`config.mk`:
```
export PLATFORM = sky130hd
export DESIGN_NAME = seq_scan_ctrl
export DESIGN_NICKNAME = d
export VERILOG_FILES = /design/src/rtl/seq_scan_ctrl.sv
export SDC_FILE = /design/constraint.sdc
export NUM_CORES = 1
export LEC_CHECK = 0
export CORE_MARGIN = 1.5
export CORE_UTILIZATION = 44
export DETAILED_ROUTE_END_ITERATION = 8
export PLACE_DENSITY = 0.76
export SLEW_MARGIN = 5
export SYNTH_ARGS = -nofsm -noshare
export SYNTH_HDL_FRONTEND = slang
export SYNTH_SLANG_ARGS = --single-unit
```
`constraint.sdc`:
```
create_clock -name clk -period 1.4 [get_ports clk]
set_clock_uncertainty 0.05 [all_clocks]
set_input_delay 0.28 -clock clk [delete_from_list [all_inputs] [get_ports clk]]
set_output_delay 0.28 -clock clk [all_outputs]
set_load 0.01 [all_outputs]
```
`src/rtl/seq_scan_ctrl.sv`:
```
// Word-to-serial scan controller: feeds each word LSB-first to an external Mealy
// detector and counts its hits. Define SEQ_SCAN_FLUSH_EN to clear the detector before every word.
module seq_scan_ctrl #(
    parameter int unsigned WIDTH = 8,
    parameter int unsigned CNT_W = 4
) (
    input  logic             clk,
    input  logic             clr,
    input  logic [WIDTH-1:0] word_in,
    input  logic             word_valid,
    output logic             word_ready,
    output logic             det_bit,
    output logic             det_clr,
    input  logic             det_out,
    output logic [CNT_W-1:0] hit_count,
    output logic             res_valid,
    input  logic             res_ready,
    output logic             busy
);

    localparam int unsigned IDX_W = (WIDTH > 1) ? $clog2(WIDTH) : 1;
    localparam logic [IDX_W-1:0] IDX_LAST = IDX_W'(WIDTH - 1);
    localparam logic [CNT_W-1:0] HIT_MAX  = '1;

    typedef enum logic [1:0] {
        IDLE   = 2'd0,
`ifdef SEQ_SCAN_FLUSH_EN
        FLUSH  = 2'd1,
`endif
        SHIFT  = 2'd2,
        REPORT = 2'd3
    } state_t;

    state_t             state;
    logic [WIDTH-1:0]   sreg;
    logic [IDX_W-1:0]   idx;

    // Scan sequencer; det_bit is registered one step ahead so it always tracks sreg[0] in SHIFT.
    always_ff @(posedge clk) begin
        if (!clr) begin
            state      <= IDLE;
            sreg       <= '0;
            idx        <= '0;
            hit_count  <= '0;
            word_ready <= 1'b1;
            busy       <= 1'b0;
            res_valid  <= 1'b0;
            det_bit    <= 1'b0;
        end else begin
            case (state)
                IDLE: begin
                    if (word_valid) begin
                        sreg       <= word_in;
                        idx        <= '0;
                        hit_count  <= '0;
                        word_ready <= 1'b0;
                        busy       <= 1'b1;
`ifdef SEQ_SCAN_FLUSH_EN
                        state      <= FLUSH;
                        det_bit    <= 1'b0;
`else
                        state      <= SHIFT;
                        det_bit    <= word_in[0];
`endif
                    end
                end
`ifdef SEQ_SCAN_FLUSH_EN
                FLUSH: begin
                    state   <= SHIFT;
                    det_bit <= sreg[0];
                end
`endif
                SHIFT: begin
                    if (det_out && (hit_count != HIT_MAX)) begin
                        hit_count <= hit_count + CNT_W'(1);
                    end
                    sreg <= sreg >> 1;
                    if (idx == IDX_LAST) begin
                        state     <= REPORT;
                        det_bit   <= 1'b0;
                        res_valid <= 1'b1;
                    end else begin
                        idx     <= idx + IDX_W'(1);
                        det_bit <= sreg[1];
                    end
                end
                REPORT: begin
                    if (res_ready) begin
                        state      <= IDLE;
                        res_valid  <= 1'b0;
                        busy       <= 1'b0;
                        word_ready <= 1'b1;
                    end
                end
                default: begin
                    state      <= IDLE;
                    res_valid  <= 1'b0;
                    busy       <= 1'b0;
                    word_ready <= 1'b1;
                    det_bit    <= 1'b0;
                end
            endcase
        end
    end

    // Detector clear follows block reset so a reset also clears the detector.
`ifdef SEQ_SCAN_FLUSH_EN
    assign det_clr = clr & (state != FLUSH);
`else
    assign det_clr = clr;
`endif

endmodule

```
# Word level (Yosys, flattened, before mapping)

Index checks and enable logic that the tools add are counted.

$add $sub $neg: 2
Equal/unequal tests: 9
Muxes and demuxes: 23
Bitwise logic cells: 3
Reduce and logical (&&, ||, !) cells: 10

Operators by type and width:

| operator              | count |
|---|---|
| $pmux W8 S2           | 1 |
| $reduce_and A3 Y1     | 5 |
| $pmux W1 S3           | 4 |
| $ne A2 B2 Y1 const B  | 5 |
| $mux W4               | 2 |
| $mux W8               | 1 |
| $pmux W4 S2           | 1 |
| $mux W1               | 7 |
| $mux W2               | 3 |
| $mux W3               | 2 |
| $pmux W2 S3           | 1 |
| $pmux W3 S2           | 1 |
| $add A4 B1 Y4 const B | 1 |
| $eq A2 B2 Y1 const B  | 2 |
| $ne A4 B4 Y1 const B  | 1 |
| $reduce_and A2 Y1     | 2 |
| $add A3 B1 Y3 const B | 1 |
| $eq A3 B3 Y1 const B  | 1 |
| $not A1 Y1            | 3 |
| $logic_not A2 Y1      | 1 |
| $reduce_bool A2 Y1    | 1 |
| $logic_and A1 B1 Y1   | 1 |

Bits in registers: 21
Bits of input ports: 13
Output and inout bits: 9
Logic and storage cells: 55

# Longest topological paths before layout

Word-level depth: 4
Gate-level depth with buffers: 6
Mapped depth without buffers: 6

# Worst setup path before layout

OpenSTA, ideal clock, no wires.

Path kind: reg-to-reg
Start: register hit_count[0]
End: register hit_count[0]
Library setup time: 0.074 ns
Arrival: 1.385 ns
Data required time: 1.276 ns
Setup slack: -0.110 ns
Stages on the path, launching flop included: 6
Path buffers: 0
Period minus slack after synthesis: 1.510 ns
Cells stage by stage: dfxtp_1 > ha_1 > and2_1 > a21o_1 > or3_1 > a31oi_1

Word-level cells in the longest chain between the ends: 4
Elaborated cells between the ends (all ways): 7
Classes of those cells: 1 x add/sub; 2 x eq/ne; 2 x mux; 2 x reduce/logical

Ends and longest elaborated chain:

| item                                                                  | line | source |
|---|---|---|
| start, declared                                                       | 15   | `output logic [CNT_W-1:0] hit_count,` |
| start signal, assigned                                                | 75   | `hit_count <= hit_count + CNT_W'(1);` |
| parallel branches: the longest is 4 deep, another holds $add A4 B1 Y4 | --   |  |

Several ways; the timed one is not identified. The select of a mux whose other input is x is not followed.
A chain may end at the register's enable or synchronous reset.

# Worst setup path after layout

Start: register hit_count[1]
End: register hit_count[0]

Word-level cells in the longest chain between the ends: 4

Ends and longest elaborated chain:

| item                               | line | source |
|---|---|---|
| $ne A4 B4 Y1                       | 74   | `if (det_out && (hit_count != HIT_MAX)) begin` |
| $logic_and A1 B1 Y1                | 74   |  |
| $ne A2 B2 Y1 (no source line)      | --   |  |
| $reduce_and A3 Y1 (no source line) | --   |  |

No other way between the ends.

==> results.txt <==
- Max Buffers Root-to-Sink: 2
* Clock tree from TritonCTS: done
* Top_reg_cell synth: sky130_fd_sc_hd__dfxtp_1
* Htree depth: 1
- Highest attainable clock frequency: roughly 0.71 GHz
* Std cell rows: 16
- For this run, the detailed router's first-pass iteration total came to 4.
* Starting density of the core: 0.484
* Minimum clock period after layout: around 1400 ps
- Netlist cell types: 31
- In this run, the number of DRC markers left after iteration 0 of detailed routing was 20.
- Entering global routing, the biggest net connects 13 pins.
- Via count of the first global-routing pass: between 900 and 1000
- After synthesis, the cell types taking the most area are sky130_fd_sc_hd__dfxtp_1 (41%), sky130_fd_sc_hd__nand2_1 (7.7%), sky130_fd_sc_hd__nor2_1 (6.9%).
* Final number of max-transition violations: 0
* Sort of element at the start of the critical path: register
- The number of buffers and inverters on the critical path is 0.
- Counting every net in the synthesized netlist gives between 100 and 150.
- Setup violations remaining at the end of the flow were counted as 1.
* Class of the worst hold path: reg2reg
* CTS root buffer: sky130_fd_sc_hd__clkbuf_4
- Standby leakage power: approximately 0.59 nW
- Failing checks: negative setup slack
- For this run the aggregate overflow at the end of global routing stands at 0.
- Averaged over all synthesized cells, the footprint is 7.89 um^2.
- Antenna Cells: 0
- Count of mapped cells out of synthesis: ~120
* CTS Buf Count: 3
- Routed vias/inst: ~5.3
- Power spent charging and discharging nets: 0.000313 W
* Area of the die: 2520 um^2
- Clock network latency to the later pin of the worst-skew pair: between 300 and 400 ps
- Setup slack of the most critical reg-to-reg path: -9 ps
* Largest delay share family, worst path: simple AND/OR/NAND/NOR gates
- Number of fillers in the final layout: ~160
- Peak supply drop: between 0.6 and 0.7 mV
- Horizontal die dimension: 50.2 um
- Cell chain of the critical path: ha_4 -> and2_4 -> a21o_1 -> or3_1 -> a31oi_1
- Buffers placed on the I/O ports in this run total 21.
* Count of flip-flops with a built-in enable after synthesis: 0
- Unrepaired setup endpoints after global routing: true
- The worst hold path passes through 2 cells.
- Of all nets on the critical path, the largest fanout is 3.
- The share of total power dissipated in sequential elements is 0.500.
- Internal Dissipation: 0.000934 W
* Total global routing track utilization: 0.200
- Commonest non-fill, non-tap cell in the layout: sky130_fd_sc_hd__nand2_1
- After detailed routing, the total wire length is approximately 2500 um.
- STA classifies the critical path endpoint as a register.
- Slew at the pin with the worst max-slew slack: between 200 and 300 ps
* Delay of the slowest cell on the worst path: between 300 and 400 ps
- The share of synthesized area in the top cell type comes to 0.409.
- Endpoint of the lowest-slack register-to-register path: hit_count[0]
- Most frequent cells in the layout: sky130_fd_sc_hd__nand2_1 (20), sky130_fd_sc_hd__buf_4 (19), sky130_fd_sc_hd__nor2_1 (18)
- Final weighted congestion in routability-driven placement: between 0.8 and 0.9
- Final WS setup: -8.97 ps
* Combined area of the multi-input logic cells: about 620 um^2
- From synthesis to final layout, the design area changed by 50.6%.
- Net count reported at finish: 178
- Core Footprint: 2020 um^2
- Clock transition at the registers of the reported paths: around 130 ps
- The first global-routing pass estimated approximately 3900 um of wire.
* Post-synthesis register bit count: 20
- The design draws 0.00125 W.
- Hold_sp: sreg[7]
- Cell depth of the worst flop-to-flop path: 5
* Accumulated negative setup slack: -8.97 ps
- Count of clock tree sinks: 20
* FF-to-FF Start: hit_count[1]
* Worst Setup Path Type: reg2reg
- Counting tap cells, the placed design contains a total of between 150 and 200 instances.
* Endpoints failing hold: 0
* Part of the total power dissipated in the clock network: 0.329
- The worst hold path terminates at sreg[6].
* Chip height: 50.2 um
* Max transition margin: 0.819
- Excluding fillers, the count of instances in the completed layout stands at 188.
- Status: complete, but fails checks
- Num ports: 22
- Library cell contributing the largest single delay on the critical path: sky130_fd_sc_hd__dfxtp_4
- Switching Fraction: 0.251
- Number of routed nets with antenna violations: 0
- Power density cells: ~850 nW/um^2
- Summed over all instances, the cell type with the most area after synthesis is sky130_fd_sc_hd__dfxtp_1.
- Across the run, the number of max-cap violations was 0.
- The share of the Yosys chip area taken by registers is 0.409.
- Final worst path period share: 1.01
* Overall via count from detail_route: 1000
- In the final routed layout, each cell accounts on average for ~13 um.
* Initial antenna violation count: 0
- The synthesized netlist occupies a cell area of between 900 and 1000 um^2.
- Area taken by flip-flops and latches: between 400 and 500 um^2
* Arr. time, crit path: between 1500 and 2000 ps
* Combinational cell fraction of total power: 0.171
- Final HPWL from detailed placement: approximately 1800 um
- DRC violations left: 0
- Yosys printed 0 warnings.
* Proportion of layout cells with a drive suffix above 1: 0.267
* Post-synthesis async set-or-reset flop share: 0
- STA puts the critical path data required time at ~1600 ps.
tightest hold or removal path: stages, from the launching register on:
cell and delay [ps]:
sky130_fd_sc_hd__dfxtp_1 340, sky130_fd_sc_hd__nand2_1 50, sky130_fd_sc_hd__a311oi_1 70
per-stage QoR:
step | setup slack [ps] | instance area, um^2 | utilization | hold slack (ps)
after global routing | -51.5 | 1470 | 0.729 | 475
after CTS | -33.3 | 1400 | 0.692 | 442
after global placement | -216 | 1340 | 0.662 | 408
final | -8.97 | 1470 | 0.729 | 439
after floorplan | -7.82 | 998 | - | 306
after detailed placement | -246 | 1340 | 0.662 | 421
layer usage:
metal,wire (um),vias to the layer above,GRT usage
met5,0,-,0
met4,28,0,0.0602
met3,83,4,0.0387
met2,1320,25,0.357
met1,1030,466,0.238
li1,-,505,-
synthesized netlist by cell type, drive strengths merged, types with 2 or more instances:
cell type and instances:
a21o 2, a311oi 6, nand2b 6, dfxtp 20
mux2i 2, nand3 3, a21oi 8, nor2 18
nand2 21, nor4bb 2, a31oi 3, nor2b 2
ha 3, o21ai 6, buf 6, inv 3
power by group through the flow:
stage                     logic [W]  registers (W)  clock network, W
after floorplan           0.0000974       0.000631                 0
after global placement     0.000197       0.000631                 0
final                      0.000214       0.000623          0.000410
after detailed placement   0.000203       0.000632                 0
after CTS                  0.000199       0.000620          0.000414
after global routing       0.000236       0.000628          0.000436
cells by family after synthesis:
family	share of synthesized area
and+or+nand+nor	0.279
AOI/OAI and AO/OA	0.198
DFF	0.409
buffers and inverters	0.0550
adders and majority gates	0.0384
muxes	0.0205
worst max-delay path by stage:
| stage | start | to | slack, ps | cells past startpoint |
|---|---|---|---|---|
| 2_1_floorplan | hit_count[1] | hit_count[0] | -8 | 5 |
| 3_3_place_gp | clr | det_clr | -220 | 2 |
| 3_5_place_dp | det_out | hit_count[0] | -250 | 5 |
| 4_1_cts | hit_count[1] | hit_count[0] | -30 | 5 |
| 5_1_grt | idx[0] | idx[0] | -50 | 6 |
| 6_report | hit_count[1] | hit_count[0] | -9 | 5 |
registers in the layout, summed over array words and instances, names as in the netlist:
name	count
idx	3
sreg	7
word_ready	1
res_valid	1
hit_count	4
det_bit	1
busy	1
state	2
layout make-up:
class | count | area share
clock buffer | 4 | 0.0323
tap | 27 | 0.0229
inverter | 4 | 0.0102
timing repair buffer | 40 | 0.231
sequential | 20 | 0.281
multi-input combinational | 93 | 0.423
timing repair:
item	in CTS	in global routing
pin swaps	5	5
hold buffers	0	0
setup buffers	1	0
setup endpoints to repair	16	9
resized for setup	17	15
(Power assumes the default switching activity.)
